## src/rtl/uart_tx_fifo_pkg.sv

```systemverilog
// Shared constants and types for the UART transmit FIFO.
// Send FSM encoding and default geometry live here.
package uart_tx_fifo_pkg;

  localparam int DEPTH_DEF = 16;
  localparam int AW_DEF    = 4;

  localparam logic [1:0] ST_IDLE      = 2'd0;
  localparam logic [1:0] ST_REQ       = 2'd1;
  localparam logic [1:0] ST_WAIT_DONE = 2'd2;

  typedef logic [7:0] byte_t;

endpackage

```

## src/rtl/sync_fifo.sv

```systemverilog
// Circular byte buffer with occupancy count and sticky overflow.
// Full, empty and count decode straight from registers.
module sync_fifo
  import uart_tx_fifo_pkg::*;
#(
  parameter int DEPTH = DEPTH_DEF,
  parameter int AW    = AW_DEF
) (
  input  logic          clk,
  input  logic          rst_n,
  input  logic          wr_en,
  input  byte_t         wr_data,
  input  logic          rd_en,
  output byte_t         rd_data,
  output logic          full,
  output logic          empty,
  output logic [AW:0]   count,
  input  logic          ovf_clear,
  output logic          overflow
);

  localparam logic [AW:0] FULL_CNT = DEPTH[AW:0];

  logic [AW-1:0] wptr_q, wptr_d;
  logic [AW-1:0] rptr_q, rptr_d;
  logic [AW:0]   cnt_q, cnt_d;
  logic          ovf_q, ovf_d;
  logic          wr_acc, rd_acc;
  byte_t         mem [DEPTH];

  assign full     = (cnt_q == FULL_CNT);
  assign empty    = (cnt_q == '0);
  assign count    = cnt_q;
  assign overflow = ovf_q;
  assign rd_data  = mem[rptr_q];

  // A pop never frees room for a write in the same cycle.
  assign wr_acc = wr_en & ~full;
  assign rd_acc = rd_en & ~empty;

  always_comb begin
    wptr_d = wptr_q;
    rptr_d = rptr_q;
    cnt_d  = cnt_q;
    ovf_d  = ovf_q;
    if (wr_acc) wptr_d = wptr_q + 1'b1;
    if (rd_acc) rptr_d = rptr_q + 1'b1;
    unique case ({wr_acc, rd_acc})
      2'b10:   cnt_d = cnt_q + 1'b1;
      2'b01:   cnt_d = cnt_q - 1'b1;
      default: cnt_d = cnt_q;
    endcase
    if (ovf_clear)    ovf_d = 1'b0;
    if (wr_en & full) ovf_d = 1'b1;
  end

  always_ff @(posedge clk or negedge rst_n) begin
    if (!rst_n) begin
      wptr_q <= '0;
      rptr_q <= '0;
      cnt_q  <= '0;
      ovf_q  <= 1'b0;
    end else begin
      wptr_q <= wptr_d;
      rptr_q <= rptr_d;
      cnt_q  <= cnt_d;
      ovf_q  <= ovf_d;
    end
  end

  always_ff @(posedge clk) begin
    if (wr_acc) mem[wptr_q] <= wr_data;
  end

endmodule

```

## src/rtl/uart_tx_fifo.sv

```systemverilog
// Byte FIFO feeding a UART transmitter through a
// request / busy handshake driven by a 3-state send FSM.
module uart_tx_fifo
  import uart_tx_fifo_pkg::*;
#(
  parameter int DEPTH = DEPTH_DEF,
  parameter int AW    = AW_DEF
) (
  input  logic          sys_clk,
  input  logic          rst_n,
  input  logic          wr_en,
  input  logic [7:0]    wr_data,
  output logic          full,
  output logic          empty,
  output logic [AW:0]   count,
  output logic          overflow,
  input  logic          ovf_clear,
  output logic          tx_en,
  output logic [7:0]    tx_data,
  input  logic          tx_busy
);

  logic [1:0] state_q, state_d;
  logic       tx_en_q, tx_en_d;
  byte_t      tx_data_q, tx_data_d;
  byte_t      head;
  logic       pop;

  sync_fifo #(
    .DEPTH (DEPTH),
    .AW    (AW)
  ) u_fifo (
    .clk       (sys_clk),
    .rst_n     (rst_n),
    .wr_en     (wr_en),
    .wr_data   (wr_data),
    .rd_en     (pop),
    .rd_data   (head),
    .full      (full),
    .empty     (empty),
    .count     (count),
    .ovf_clear (ovf_clear),
    .overflow  (overflow)
  );

  assign tx_en   = tx_en_q;
  assign tx_data = tx_data_q;

  always_comb begin
    state_d   = state_q;
    tx_en_d   = tx_en_q;
    tx_data_d = tx_data_q;
    pop       = 1'b0;
    unique case (1'b1)
      (state_q == ST_IDLE): begin
        if (!empty && !tx_busy) begin
          pop       = 1'b1;
          tx_data_d = head;
          tx_en_d   = 1'b1;
          state_d   = ST_REQ;
        end
      end
      (state_q == ST_REQ): begin
        if (tx_busy) begin
          tx_en_d = 1'b0;
          state_d = ST_WAIT_DONE;
        end
      end
      (state_q == ST_WAIT_DONE): begin
        if (!tx_busy) state_d = ST_IDLE;
      end
      default: begin
        tx_en_d = 1'b0;
        state_d = ST_IDLE;
      end
    endcase
  end

  always_ff @(posedge sys_clk or negedge rst_n) begin
    if (!rst_n) begin
      state_q   <= ST_IDLE;
      tx_en_q   <= 1'b0;
      tx_data_q <= 8'h00;
    end else begin
      state_q   <= state_d;
      tx_en_q   <= tx_en_d;
      tx_data_q <= tx_data_d;
    end
  end

endmodule

```

## config.mk

```make
export PLATFORM = sky130hd
export DESIGN_NAME = uart_tx_fifo
export DESIGN_NICKNAME = d
export VERILOG_FILES = /design/src/rtl/uart_tx_fifo_pkg.sv /design/src/rtl/sync_fifo.sv /design/src/rtl/uart_tx_fifo.sv
export SDC_FILE = /design/constraint.sdc
export NUM_CORES = 1
export LEC_CHECK = 0
export ABC_AREA = 0
export CORE_UTILIZATION = 30
export DETAILED_ROUTE_END_ITERATION = 7
export HOLD_SLACK_MARGIN = 0.1
export PLACE_DENSITY = 0.56
export SLEW_MARGIN = 10
export SYNTH_ARGS = -nofsm -noshare
export SYNTH_HDL_FRONTEND = slang
export SYNTH_SLANG_ARGS = --single-unit
```

## constraint.sdc

```tcl
create_clock -name sys_clk -period 3.45 [get_ports sys_clk]
set_clock_uncertainty 0.15 [all_clocks]
set_input_delay 1.035 -clock sys_clk [delete_from_list [all_inputs] [get_ports sys_clk]]
set_output_delay 1.035 -clock sys_clk [all_outputs]
set_load 0.01 [all_outputs]
```

==> reports/qor.txt, run 1 <==
antenna-violating nets left: 0
Area contributors post-synth: edfxtp_1 62%, dfrtp_1 10%, mux4_2 6.8%, mux4_1 5.5%, a221oi_2 1.9%
commonest non-fill, non-tap cells in the layout: 128 x edfxtp_1, 29 x clkdlybuf4s50_1, 24 x dfrtp_1, 22 x nor2_1, 20 x buf_4
Clock Sinks: 153
vias in the first global route: 3299
GP Congestion: 0.747
Hold EP: tx_en$_DFFE_PN0P_
Critical Path RT: 2.26 ns
Slew Viols, Final: 0
Post-Syn Area: 6250 µm²
TNS Setup: 0 ns
Worst Tran Pin Value: 0.851 ns
leakage power total: 2.60 nW
CORE AREA: 20300 µm²
first drt pass iteration count: 4
Area after DPL: 6930 µm²
crit path launch type: flop
Die W: 146 µm
drt via density: 4.62
via count: 3024
total CTS buffers: 17
gr usage total: 0.124
dpl hpwl: 8.00 mm
Worst-Skew Late Latency: 0.42 ns
P&R area growth vs syn: 20.6%
Critical R2R Launch: u_fifo.count[0]$_DFFE_PN0P_
largest net degree at the start of global routing: 34
Hold Crit Depth: 2
worst r2r path cells: 8
worst hold path type: reg -> reg
first-pass GRT wire length: 19.4 mm
Syn. warnings: 0
relative slew slack: 0.431
placed cells: 623
Syn Nets: 343
Final Hold Fails: 0
gr ovfl total: 0
Top Ports: 30
Clock H-tree levels: 4
TritonCTS clock tree: yes
RSZ-0062 raised after global routing: false
Iter 0 DRT Violations: 137
multi-input logic area: 1640 µm²
Avg Cell Area, Syn: 19.5 µm²
Synth cell types: 37
commonest non-fill, non-tap cell in the layout: edfxtp_1
Worst-path clk slew: 0.06 ns
# diodes: 0
Power Total: 6.23 mW
# DRC: 0
worst reg2reg setup slack: 0.84 ns
fin crit share: 0.909
crit path capture type: primary output
initial antenna violation count: 0
final WL: 12.1 mm
Setup-failing EPs final: 0
area share of the largest cell type after synthesis: 0.615
crit path kind: reg -> out
Worst R2R End: u_fifo.count[4]$_DFFE_PN0P_
number of max-cap violations: 0
register area: 4470 µm²
Max clock buf depth: 2
maximum vdd drop: 346 µV
Power Dens Cells: 827 nW/µm²
Starting Density: 0.308
Achievable Freq: 319 MHz
Wirelength per Cell: 18.5 µm
Die Y: 146 µm
Yosys reg bits: 153
die area: 21400 µm²
Final Instance Area: 7530 µm²
CP max FO: 5
Setup Buffers After CTS: 0
row cnt: 52
I/O Buffers: 29
fillers: 1894
hold_sp: tx_en$_DFFE_PN0P_
crit path time final: 3.14 ns
Cells after Synth: 320
share of cells above drive strength 1: 0.223
largest area contributor in the netlist: edfxtp_1
post-cts resize count: 0
Hold Buf Count CTS: 0
Seq/Total Area, Yosys: 0.715
non-filler cells in the finished layout: 655
status: finished clean
crit path DAT: 1.95 ns
clock root cell: clkbuf_16
nets: 395
[cells by family (layout without fill, tap and decap cells)]
logic type | count (synthesis) | in the layout | share of synthesized area
flip-flops | 153 | 153 | 0.715
multiplexers | 43 | 43 | 0.141
adder cells (fa/ha/maj) | 10 | 10 | 0.0212
AND/OR/NAND/NOR | 50 | 50 | 0.0396
AO/OA/AOI/OAI | 29 | 29 | 0.0436
XOR/XNOR | 11 | 11 | 0.0166
buffers and inverters | 24 | 89 | 0.0226
[cells in the mapped netlist (all sizes together)]
cell type / instances
nor2b: 1
mux2: 2
a2111oi: 1
a221oi: 8
and2: 2
nor2: 23
ha: 9
a21oi: 3
mux2i: 9
o22ai: 8
edfxtp: 128
fa: 1
a21o: 2
buf: 15
o21ai: 5
nor3: 5
and3: 1
o21a: 1
xor2: 3
mux4: 32
or2: 1
clkbuf: 2
nand4: 2
dfrtp: 25
a31oi: 1
inv: 7
xnor2: 8
nand2: 12
nand2b: 3
[worst max-delay path by stage]
stage	from	slack [ns]	cells after the start	end
after global placement	wr_en	0.07	10	u_fifo.count[4]$_DFFE_PN0P_
after CTS	u_fifo.count[1]$_DFFE_PN0P_	0.27	3	full
after detailed placement	wr_en	0.03	10	u_fifo.count[4]$_DFFE_PN0P_
final	u_fifo.count[1]$_DFFE_PN0P_	0.31	3	full
after floorplan	tx_busy	0.44	8	u_fifo.count[4]$_DFFE_PN0P_
after global routing	u_fifo.count[1]$_DFFE_PN0P_	0.20	3	full
[layer usage]
layer	part of all wire	global-route usage
met1	0.44	0.153
met2	0.50	0.207
met3	0.053	0.0363
met4	0.0080	0.0406
met5	0	0
[cell type report]
class                      instances  area share
timing repair buffer              50      0.0611
sequential                       153       0.593
tap                              270      0.0448
multi-input combinational        143       0.218
clock inverter                    13      0.0223
clock buffer                      19      0.0575
inverter                           7     0.00349
[report_power, final]
part	total, mW	leakage [nW]	switching (mW)	internal [mW]
sequential	2.59	1.45	0.289	2.30
clock	1.88	0.285	0.736	1.14
combinational	1.76	0.871	0.863	0.896
total	6.23	2.60	1.89	4.34
[metrics by stage]
stage	setup WS (ns)	hold slack, ns	utilization
6_report	0.313	0.370	0.371
5_1_grt	0.201	0.426	0.371
4_1_cts	0.271	0.373	0.371
3_5_place_dp	0.0340	0.358	0.342
3_3_place_gp	0.0723	0.343	0.342
2_1_floorplan	0.439	0.382	-
[worst max-delay path, cell delays in order (launching register included)]
cell and delay, ns:
dfrtp_1 0.46, nor3_4 0.32, and3_1 0.22, clkdlybuf4s50_1 0.53
[state kept, by name (all words and copies together) (netlist names)]
signal,count
u_fifo.count,5
u_fifo.overflow,1
u_fifo.mem,128
state_q,2
tx_data,8
tx_en,1
u_fifo.rptr_q,4
u_fifo.wptr_q,4
(Power assumes the default switching activity.)
==> inputs of run 2 (changes only) <==
--- a/config.mk
+++ b/config.mk
@@ -9,7 +9,7 @@
 export CORE_UTILIZATION = 30
 export DETAILED_ROUTE_END_ITERATION = 7
 export HOLD_SLACK_MARGIN = 0.1
-export PLACE_DENSITY = 0.56
+export PLACE_DENSITY = 0.51
 export SLEW_MARGIN = 10
 export SYNTH_ARGS = -nofsm -noshare
 export SYNTH_HDL_FRONTEND = slang
==> reports/qor.txt, run 2 (same netlist as run 1, synthesis figures left out) <==
non-filler cells in the finished layout: 657 (+0.31%)
fillers: 1911 (+0.90%)
crit path cell chain: nor3_4 > and3_1 > clkdlybuf4s50_1
row cnt: 52 (unchanged)
gr ovfl total: 0 (unchanged)
commonest non-fill, non-tap cells in the layout: 128 x edfxtp_1, 29 x clkdlybuf4s50_1, 24 x dfrtp_1, 22 x nor2_1, 22 x buf_4
combinational share of power: 0.300 (+0.018)
largest net degree at the start of global routing: 34 (unchanged)
via count: 3039 (+0.50%)
die area: 21400 µm² (unchanged)
CORE AREA: 20300 µm² (unchanged)
relative slew slack: 0.521 (+0.0895)
Hold Buf Count CTS: 0 (unchanged)
Layout Utilization: 0.370 (-0.00123)
Reg power frac: 0.415 (about the same)
Achievable Freq: 320 MHz (+0.22%)
first drt pass iteration count: 4 (unchanged)
Wirelength per Cell: 18.9 µm (+2.2%)
Worst-path clk slew: 0.06 ns (about the same)
Worst-Skew Late Latency: 0.41 ns (about the same)
RSZ-0062 raised after global routing: false
placed cells: 625 (+0.32%)
Largest register FFs: 128 (unchanged)
maximum vdd drop: 327 µV (-5.5%)
Clock H-tree levels: 4 (unchanged)
Top delay family on crit path: simple AND/OR/NAND/NOR gates
CP max stage cell: clkdlybuf4s50_1
Sw Share: 0.305 (+0.00205)
antenna-violating nets left: 0 (unchanged)
# diodes: 0 (unchanged)
worst reg2reg setup slack: 0.89 ns (+0.05 ns)
Critical R2R Launch: u_fifo.count[0]$_DFFE_PN0P_
commonest non-fill, non-tap cell in the layout: edfxtp_1
Clock power frac: 0.285 (-0.017)
crit path capture type: primary output
clock root cell: clkbuf_16
Setup-failing EPs final: 0 (unchanged)
Hold WS: 0.383 ns (+0.0134 ns)
P&R area growth vs syn: 20.2%
Power Total: 6.13 mW (-1.5%)
worst r2r path cells: 8 (unchanged)
CP max stage delay: 0.53 ns (about the same)
dpl hpwl: 7.90 mm (-1.3%)
Max clock buf depth: 2 (unchanged)
# DRC: 0 (unchanged)
final WL: 12.4 mm (+2.5%)
Top Ports: 30 (unchanged)
Critical Path RT: 2.26 ns (about the same)
largest reg by FF count: u_fifo.mem
crit path kind: reg -> out
first-pass GRT wire length: 19.2 mm (-1.3%)
Iter 0 DRT Violations: 235 (+72%)
vias in the first global route: 3140 (-4.8%)
gr usage total: 0.125 (+0.00102)
I/O Buffers: 29 (unchanged)
CP bufs+invs: 1 (unchanged)
crit path DAT: 1.94 ns (about the same)
share of cells above drive strength 1: 0.227 (+0.00401)
Hold Crit Depth: 2 (unchanged)
Die W: 146 µm (unchanged)
CP max FO: 5 (unchanged)
worst hold path type: reg -> reg
drt via density: 4.63 (+0.19%)
Slew Viols, Final: 0 (unchanged)
TNS Setup: 0 ns (unchanged)
Power Dens Cells: 817 nW/µm² (-1.2%)
Clock Sinks: 153 (unchanged)
Final Hold Fails: 0 (unchanged)
hold_sp: tx_en$_DFFE_PN0P_
crit path time final: 3.13 ns (-0.00676 ns)
Starting Density: 0.308 (unchanged)
nets: 397 (+0.51%)
number of max-cap violations: 0 (unchanged)
Pint: 4.26 mW (-1.8%)
Die Y: 146 µm (unchanged)
post-cts resize count: 0 (unchanged)
sw power: 1.87 mW (-0.85%)
status: finished clean
crit path launch type: flop
Hold EP: tx_en$_DFFE_PN0P_
fin crit share: 0.907 (-0.00196)
leakage power total: 2.60 nW (-0.26%)
GP Congestion: 0.766 (+2.5%)
initial antenna violation count: 0 (unchanged)
Setup Buffers After CTS: 0 (unchanged)
total CTS buffers: 17 (unchanged)
TritonCTS clock tree: yes
Worst R2R End: u_fifo.count[4]$_DFFE_PN0P_
Worst Tran Pin Value: 0.719 ns (-0.132 ns)
==> run 2: changes by cell type in the layout (fill, tap and decap cells not counted), sizes merged <==
cell,change
bufinv,-1
inv,-3
clkbuf,-2
clkinvlp,+1
clkinv,+5
buf,+2
==> run 2: cell type report <==
| class | instances | area, µm² | area share |
|---|---|---|---|
| clock buffers | 17 | 425 | 0.0566 |
| clock inverters | 15 | 135 | 0.0180 |
| inverters | 7 | 26.3 | 0.00350 |
| multi-input cells | 143 | 1640 | 0.218 |
| flip-flops and latches | 153 | 4470 | 0.595 |
| well taps | 270 | 338 | 0.0450 |
| repair buffers | 52 | 475 | 0.0633 |
==> run 2: worst max-delay path by stage <==
stage | start | endpoint | slack, ns | cells after the start
after floorplan | tx_busy | u_fifo.count[4]$_DFFE_PN0P_ | 0.44 | 8
after global placement | wr_en | u_fifo.count[4]$_DFFE_PN0P_ | 0.1 | 10
after detailed placement | wr_en | u_fifo.count[4]$_DFFE_PN0P_ | 0.04 | 10
after CTS | u_fifo.count[1]$_DFFE_PN0P_ | empty | 0.26 | 4
after global routing | u_fifo.count[1]$_DFFE_PN0P_ | empty | 0.22 | 4
final | u_fifo.count[1]$_DFFE_PN0P_ | full | 0.32 | 3
==> run 2: per-stage QoR <==
step	area, µm²	worst slack, ns
floorplan	6250	0.439
global placement	6950	0.0979
detailed placement	6950	0.0376
CTS	7510	0.262
global route	7510	0.216
finish	7510	0.320
==> run 2: per-layer routing <==
| layer | global-route usage | share of wire | up-vias |
|---|---|---|---|
| li1 | - | - | 1389 |
| met1 | 0.171 | 0.49 | 1585 |
| met2 | 0.193 | 0.47 | 49 |
| met3 | 0.0266 | 0.023 | 16 |
| met4 | 0.0484 | 0.016 | 0 |
| met5 | 0 | 0 | - |
==> run 2: tightest hold or removal path, stage by stage (launching register included) <==
cell and delay [ns]:
dfrtp_1 0.37, nand2_1 0.06, o21ai_0 0.07
==> run 2: power groups by stage <==
stage	sequential, mW	clock [mW]	combinational, mW
after floorplan	2.50	0	1.29
after global placement	2.58	0	1.87
after detailed placement	2.59	0	1.87
after CTS	2.56	1.79	1.88
after global routing	2.59	1.86	1.99
final	2.55	1.75	1.84
